===== config.mk =====
export PLATFORM = sky130hd
export DESIGN_NAME = cordic_vector
export DESIGN_NICKNAME = d
export VERILOG_FILES = /design/src/rtl/cordic_vector.sv
export SDC_FILE = /design/constraint.sdc
export NUM_CORES = 1
export LEC_CHECK = 0
export ABC_AREA = 1
export CAP_MARGIN = 20
export CORE_MARGIN = 3
export CORE_UTILIZATION = 35
export CTS_BUF_LIST = sky130_fd_sc_hd__clkbuf_4
export CTS_CLUSTER_DIAMETER = 100
export CTS_CLUSTER_SIZE = 40
export DETAILED_ROUTE_END_ITERATION = 8
export PLACE_DENSITY = 0.53
export SYNTH_ARGS = -nofsm -noshare
export SYNTH_HDL_FRONTEND = slang
export SYNTH_SLANG_ARGS = --single-unit

===== constraint.sdc =====
create_clock -name clk -period 12.85 [get_ports clk]
set_input_delay 1.285 -clock clk [delete_from_list [all_inputs] [get_ports clk]]
set_output_delay 1.285 -clock clk [all_outputs]
set_load 0.01 [all_outputs]

===== src/rtl/cordic_vector.sv =====
// Iterative vectoring-mode CORDIC: returns atan2(y, x) as a binary angle and the
// gain-scaled magnitude, one micro-rotation per clock, one vector in flight.
module cordic_vector #(
   parameter int DATA_W     = 32,
   parameter int ITERATIONS = 30
) (
   input  logic                     clk,
   input  logic                     rst_n,
   input  logic                     write_vec,
   input  logic signed [DATA_W-1:0] x_in,
   input  logic signed [DATA_W-1:0] y_in,
   output logic                     busy,
   output logic                     valid,
   output logic [DATA_W-1:0]        angle_out,
   output logic [DATA_W:0]          mag_out
);

   localparam int XW = DATA_W + 2;
   localparam int CW = $clog2(ITERATIONS + 1);

   typedef enum logic [1:0] {S_IDLE, S_ROTATE, S_DONE} state_t;

   state_t               state_q, state_d;
   logic [CW-1:0]        iter_q, iter_d;
   logic signed [XW-1:0] x_q, x_d;
   logic signed [XW-1:0] y_q, y_d;
   logic [DATA_W-1:0]    z_q, z_d;
   logic                 zero_q, zero_d;
   logic                 valid_q, valid_d;
   logic [DATA_W-1:0]    angle_q, angle_d;
   logic [DATA_W:0]      mag_q, mag_d;
   logic signed [XW-1:0] x_ext, y_ext, x_sh, y_sh;
   logic [DATA_W-1:0]    atan_rom [ITERATIONS];

   // atan(2^-i) in a 32-bit binary angle (2^31 = 180 deg), rounded.
   function automatic logic [31:0] atan32(input int idx);
      case (idx)
         0:  return 32'h2000_0000;
         1:  return 32'h12E4_051E;
         2:  return 32'h09FB_385B;
         3:  return 32'h0511_11D4;
         4:  return 32'h028B_0D43;
         5:  return 32'h0145_D7E1;
         6:  return 32'h00A2_F61E;
         7:  return 32'h0051_7C55;
         8:  return 32'h0028_BE53;
         9:  return 32'h0014_5F2F;
         10: return 32'h000A_2F98;
         11: return 32'h0005_17CC;
         12: return 32'h0002_8BE6;
         13: return 32'h0001_45F3;
         14: return 32'h0000_A2FA;
         15: return 32'h0000_517D;
         16: return 32'h0000_28BE;
         17: return 32'h0000_145F;
         18: return 32'h0000_0A30;
         19: return 32'h0000_0518;
         20: return 32'h0000_028C;
         21: return 32'h0000_0146;
         22: return 32'h0000_00A3;
         23: return 32'h0000_0051;
         24: return 32'h0000_0029;
         25: return 32'h0000_0014;
         26: return 32'h0000_000A;
         27: return 32'h0000_0005;
         28: return 32'h0000_0003;
         29: return 32'h0000_0001;
         30: return 32'h0000_0001;
         default: return 32'h0000_0000;
      endcase
   endfunction

   // Rescale the 32-bit table to DATA_W with round-to-nearest on narrowing.
   function automatic logic [DATA_W-1:0] atan_entry(input int idx);
      logic [63:0] wide;
      int          sh;
      wide = {32'd0, atan32(idx)};
      if (DATA_W >= 32) begin
         sh   = DATA_W - 32;
         wide = wide << sh;
      end else begin
         sh   = 32 - DATA_W;
         wide = (wide + (64'd1 << (sh - 1))) >> sh;
      end
      return wide[DATA_W-1:0];
   endfunction

   for (genvar gi = 0; gi < ITERATIONS; gi++) begin : g_rom
      assign atan_rom[gi] = atan_entry(gi);
   end

   always_comb begin
      state_d = state_q;
      iter_d  = iter_q;
      x_d     = x_q;
      y_d     = y_q;
      z_d     = z_q;
      zero_d  = zero_q;
      valid_d = 1'b0;
      angle_d = angle_q;
      mag_d   = mag_q;
      x_ext   = XW'(x_in);
      y_ext   = XW'(y_in);
      x_sh    = x_q >>> iter_q;
      y_sh    = y_q >>> iter_q;

      case (state_q)
         S_IDLE: begin
            if (write_vec) begin
               state_d = S_ROTATE;
               iter_d  = '0;
               // A null vector never moves, so its angle is forced to zero at the end.
               zero_d  = (x_in == '0) && (y_in == '0);
               if (x_in[DATA_W-1]) begin
                  x_d = -x_ext;
                  y_d = -y_ext;
                  z_d = {1'b1, {(DATA_W-1){1'b0}}};
               end else begin
                  x_d = x_ext;
                  y_d = y_ext;
                  z_d = '0;
               end
            end
         end
         S_ROTATE: begin
            if (!y_q[XW-1]) begin
               x_d = x_q + y_sh;
               y_d = y_q - x_sh;
               z_d = z_q + atan_rom[iter_q];
            end else begin
               x_d = x_q - y_sh;
               y_d = y_q + x_sh;
               z_d = z_q - atan_rom[iter_q];
            end
            iter_d = iter_q + CW'(1);
            if (iter_q == CW'(ITERATIONS - 1)) begin
               state_d = S_DONE;
            end
         end
         S_DONE: begin
            angle_d = zero_q ? '0 : z_q;
            mag_d   = x_q[DATA_W:0];
            valid_d = 1'b1;
            state_d = S_IDLE;
         end
         default: state_d = S_IDLE;
      endcase
   end

   always_ff @(posedge clk or negedge rst_n) begin
      if (!rst_n) begin
         state_q <= S_IDLE;
         iter_q  <= '0;
         x_q     <= '0;
         y_q     <= '0;
         z_q     <= '0;
         zero_q  <= 1'b0;
         valid_q <= 1'b0;
         angle_q <= '0;
         mag_q   <= '0;
      end else begin
         state_q <= state_d;
         iter_q  <= iter_d;
         x_q     <= x_d;
         y_q     <= y_d;
         z_q     <= z_d;
         zero_q  <= zero_d;
         valid_q <= valid_d;
         angle_q <= angle_d;
         mag_q   <= mag_d;
      end
   end

   assign busy      = (state_q != S_IDLE);
   assign valid     = valid_q;
   assign angle_out = angle_q;
   assign mag_out   = mag_q;

endmodule


==> Yosys cells after proc, flatten, opt, wreduce, memory -nomap -nowiden <==
Memories as Yosys holds them, arrays and structs flattened.
Index checks and enable logic that the tools add are counted.
{ "totals": {"regBits": 174, "word_cells": 58, "romBits": 1024, "mem_bits_rw": 0, "memories": 1, "latch_bits": 0} }
{ "op_classes": {"n_lt_le_gt_ge": 1, "shifts": 2, "n_eq_ne": 5, "multipliers": 0, "bitwise": 1, "muxes": 21, "n_reduce_logical": 9, "add_sub_neg": 9, "n_div": 0} }
{ "mem_list": {"columns": ["memory", "depth", "width", "rd", "rd_ports_with_merged_regs", "write_ports", "line_no", "rtl"], "rows": [
  ["(no name shown)", 32, 32, 1, 0, 0, "133", "z_d = z_q - atan_rom[iter_q];"]
]} }
{ "op_table": {"columns": ["cell", "count"], "rows": [
  ["2-to-1 mux 34 bit", 6],
  ["2-to-1 mux 32 bit", 6],
  ["one-hot mux 34 bit (2 select lines)", 2],
  ["adder 34 bit", 2],
  ["negator 32 -> 34 bit", 2],
  [">>> shifter 34 x 5 -> 34 bit", 2],
  ["subtractor 34 bit", 2],
  ["zero test 32 bit", 2],
  ["one-hot mux 32 bit (2 select lines)", 1],
  ["adder 32 bit", 1],
  ["subtractor 32 bit", 1],
  ["one-hot mux 5 bit (2 select lines)", 1],
  ["greater-or-equal comparator 6 bit, second input constant", 1],
  ["NOT 5 -> 6 bit", 1],
  ["AND reduction 2 bit", 3],
  ["adder 5 x 1 -> 5 bit, second input constant", 1],
  ["== test 5 bit, second input constant", 1],
  ["2-to-1 mux 5 bit", 1],
  ["2-to-1 mux 2 bit", 2],
  ["!= test 2 bit, second input constant", 2],
  ["one-hot mux 2 bit (2 select lines)", 1],
  ["nonzero test 2 bit", 2],
  ["== test 2 x 1 -> 1 bit, second input constant", 1],
  ["== test 2 bit, second input constant", 1],
  ["3 further kinds", 3]
]} }

==> Logic depth before layout (Yosys ltp) <==
{ "depth": {"depth_word": 7, "ltp_mapped": 40, "mapped_depth_nobuf": 38} }

==> Worst setup path before layout <==
Ideal clock, no wire load.
{ "synth_path": {"kind": "register -> register", "startpoint": "reg iter_q[1]", "endpoint": "reg z_q[26]", "period_less_slack_ns": 4.171, "t_arrival_ns": 4.044, "stages_incl_launch_ff": 34, "n_path_buf": 3, "slack_ns": 8.679, "required_ns": 12.724, "setup_time_ns": 0.126, "cell_sequence": "dfrtp_1 buf_6 inv_4 buf_8 buf_4 ha_1 inv_1 nor2_1 nor2_1 a21oi_1 inv_1 o21ai_2 ha_1 inv_1 o21ai_0 fa_1 inv_1 nand3_1 nand2_1 nand2_1 nand2_1 nand2_1 o21ai_0 nand2_1 nand2_1 nand2_1 nand2_1 nand2_1 o21ai_0 nand2_1 nand2_1 nand2_1 nand2_1 o21ai_0"} }
{ "synth_via": {"elab_chain_len": 7, "elab_cells_between_ends": 8} }
{ "synth_rtl": {"columns": ["item", "line_no", "rtl"], "rows": [
  ["start, declared", "24", "logic [CW-1:0] iter_q, iter_d;"],
  ["start signal, assigned", "163", "iter_q <= iter_d;"],
  ["NOT 5 -> 6 bit (implied by the code) *", "129, 133", null],
  ["memory (32 x 32 bit) *", null, null],
  ["2-to-1 mux 32 bit (implied by the code) * (2 in a row)", "133", null],
  ["adder 32 bit or subtractor 32 bit (tied branches)", "129, 133", null],
  ["2-to-1 mux 32 bit *", "126", "if (!y_q[XW-1]) begin"],
  ["one-hot mux 32 bit (2 select lines) *", "107", "case (state_q)"],
  ["end signal, assigned", "166", "z_q <= z_d;"],
  ["end, declared", "27", "logic [DATA_W-1:0] z_q, z_d;"]
]} }
Every way passes the cells marked *; elsewhere a longest branch is shown, timed or not. The select of a mux whose other input is x is not followed.
A chain may end at the register's enable or synchronous reset.

==> Worst setup path after layout <==
{ "layout_path": {"startpoint": "reg iter_q[1]", "endpoint": "reg z_q[29]"} }
The elaborated chain is that of the path after synthesis.

==> results.tsv <==
stage	metric	value	unit
outcome	outcome	finished, final reports clean	
setup_path	worstReg2RegStart	iter_q[1]	
yosys	ys_seq_area_frac	0.209	
setup_path	reg2regPathDepth	27	
routing	num_vias	22800	
cts	cts_sinks	174	
final_layout	fin_area	22900	um2
routing	via_per_inst	5.40	
placed_design	io_buffers	133	
yosys	ys_warn_count	0	
hold_path	hold_path.class	input port to async pin	
sta	finClkSkew	0.0392	ns
cts	clk_path_buf_depth	2	
setup_path	cpPeakStageDelay	0.58	ns
die	die_area	62500	um2
yosys	synth_area_leader_cell	dfrtp_1	
final_layout	drive_gt1_frac	0.0517	
global_route	grt_pass1_vias	21500	
routing	drt-pass1-iter-count	6	
yosys	synth.distinct_cells	65	
yosys	synth.top_cell.area_share	0.209	
yosys	synth_nets	3603	
cts	cts.htree.levels	4	
routing	antenna_left	0	
die	fp.dieW	250	um
yosys	ys_ff_latch	174	
cts	cts-hold-fix-buffers	0	
setup_path	cp-end-kind	register	
setup_path	path_max_fanout	66	
sta	fin_setup_tns	0	ns
cts	cts_tree	built	
sta	tightest_slew	1.00	ns
routing	drtIter0Drc	2020	
cts	cts_root_buf	clkbuf_4	
setup_path	cp_num_buf_inv	6	
sta	max_slew_margin	0.328	
die	die_y	250	um
final_layout	fin_nets	3631	
setup_path	cp-start-kind	register	
sta	setup_viol	0	
sta	rsz0062_at_grt	false	
die	rows	88	
die	core_area	58200	um2
setup_path	cp.required	13.56	ns
sta	finalCritPeriodShare	0.462	
routing	route.detailed.wl_per_inst	18.9	um
die	initial_utilization	0.358	
yosys	syn-cell-area	20800	um2
sta	slew_violations	0	
yosys	synthArstFlopShare	1.00	
setup_path	r2r_slack	6.91	ns
routing	route.detailed.drc	0	
global_route	antenna_found_initial	3	
placed_design	routabilityCongestion	0.939	
cts	worstSkewPairLatency	0.78	ns
global_route	grt_overflow	0	
setup_path	crit_arrival	6.65	ns
sta	fin_crit	5.94	ns
yosys	synthTopCellsByArea	dfrtp_1 21%, nand2_1 18%, nand3_1 8.9%	
yosys	synth_ff_type	dfrtp_1	
cts	numCtsBuffers	17	
setup_path	critPathTopFamily	simple AND/OR/NAND/NOR gates	
final_layout	syn_to_final_growth	9.76	%
placed_design	dpl_cell_area	22600	um2
run	maxCapViolCount	0	
global_route	grt_max_degree	92	
cts	path_clk_slew	0.20	ns
setup_path	r2r-end	z_q[29]	
cts	cts_setup_buffers	0	
cts	postCtsResizedCells	0	
placed_design	dp_hpwl	62.6	mm
die	pin_count	134	
yosys	synth_edf_count	0	
yosys	syn_area_per_cell	6.09	um2
setup_path	cp_slowest_cell	buf_4	
sta	fmax	168	MHz
sta	hold_violations	0	
routing	drt-total-wl	79.9	mm
yosys	syn-instance-count	3423	
global_route	grt_first_pass_wirelength	124	mm
global_route	grtUsageTotal	0.250	
setup_path	critPathKind	register to register	
## synth_stat cells, drive strengths merged, types with 45 or more instances
cell type,n
nor2,277
ha,110
dfrtp,174
o21ai,318
a21oi,237
buf,76
xor2,70
clkbuf,72
nand3,389
nor3,49
nand2,1022
xnor2,45
inv,344
## placed cells by master (no fill, tap or decap), types with 7 or more instances in the layout
cell type	count
nand2_1	1003
nand3_1	369
inv_1	324
o21ai_0	281
nor2_1	252
a21oi_1	228
dfrtp_1	170
clkdlybuf4s50_1	131
ha_1	110
xor2_1	70
xnor2_1	45
nor3_1	44
o211ai_1	37
o21ai_1	31
a22oi_1	30
nand4_1	29
buf_4	24
a31oi_1	23
nand3_2	20
inv_2	17
nor2_2	17
clkbuf_4	17
nor4_1	12
a2bb2oi_1	12
nand2_2	11
o31ai_1	11
a21o_1	11
o22ai_1	9
nand2_4	8
a21oi_2	8
nor2_4	8
a221oi_1	8
o21bai_1	7
## worst max path at each step
stage	from	to	slack (ns)	depth (start not counted)
finish	iter_q[1]	z_q[29]	6.91	27
global route	iter_q[1]	z_q[22]	6.25	30
CTS	iter_q[1]	z_q[21]	6.91	29
detailed placement	iter_q[1]	z_q[19]	6.98	29
global placement	iter_q[1]	z_q[21]	6.95	29
floorplan	iter_q[1]	z_q[26]	8.68	33
## registers in the layout, indices dropped and copies added (netlist names)
name,count
zero_q,1
valid,1
x_q,34
state_q,2
z_q,32
iter_q,5
y_q,34
angle_out,32
mag_out,33
## cells by family (layout without fill, tap and decap cells)
logic type / Yosys count / in the layout / share of synthesized area
AO/OA/AOI/OAI: 729 / 729 / 0.200
XOR/XNOR: 115 / 115 / 0.0483
adder cells (fa/ha/maj): 113 / 113 / 0.0689
buffers and inverters: 493 / 534 / 0.0996
flip-flops: 174 / 174 / 0.209
multiplexers: 1 / 1 / 0.000480
other: 0 / 4 / 0
AND/OR/NAND/NOR: 1798 / 1798 / 0.374
## area by class of cell
| cell class | instances | area [um2] |
|---|---|---|
| multi-input combinational | 2756 | 14400 |
| antenna | 4 | 10.0 |
| sequential | 174 | 4360 |
| clock inverter | 15 | 168 |
| fill | 6488 | 35400 |
| tap | 765 | 957 |
| timing repair buffer | 157 | 1510 |
| clock buffer | 17 | 128 |
| inverter | 345 | 1300 |
## routing by layer
metal / wire length [um] / up-vias / track usage
li1: - / 11500 / -
met1: 35900 / 10500 / 0.335
met2: 37200 / 735 / 0.420
met5: 0 / - / 0
met4: 2210 / 0 / 0.0714
met3: 4610 / 99 / 0.0352
## metrics by stage
step	utilization	cells	worst slack [ns]	hold slack [ns]
3_5_place_dp	0.387	4197	6.98	0.460
4_1_cts	0.393	4229	6.91	0.354
2_1_floorplan	-	3423	8.68	0.478
3_3_place_gp	0.387	4197	6.95	0.458
6_report	0.393	4233	6.91	0.439
5_1_grt	0.393	4232	6.25	0.409
Power is not shown: default switching activity piles up to over one toggle a cycle in this logic, so the estimate is an artifact.
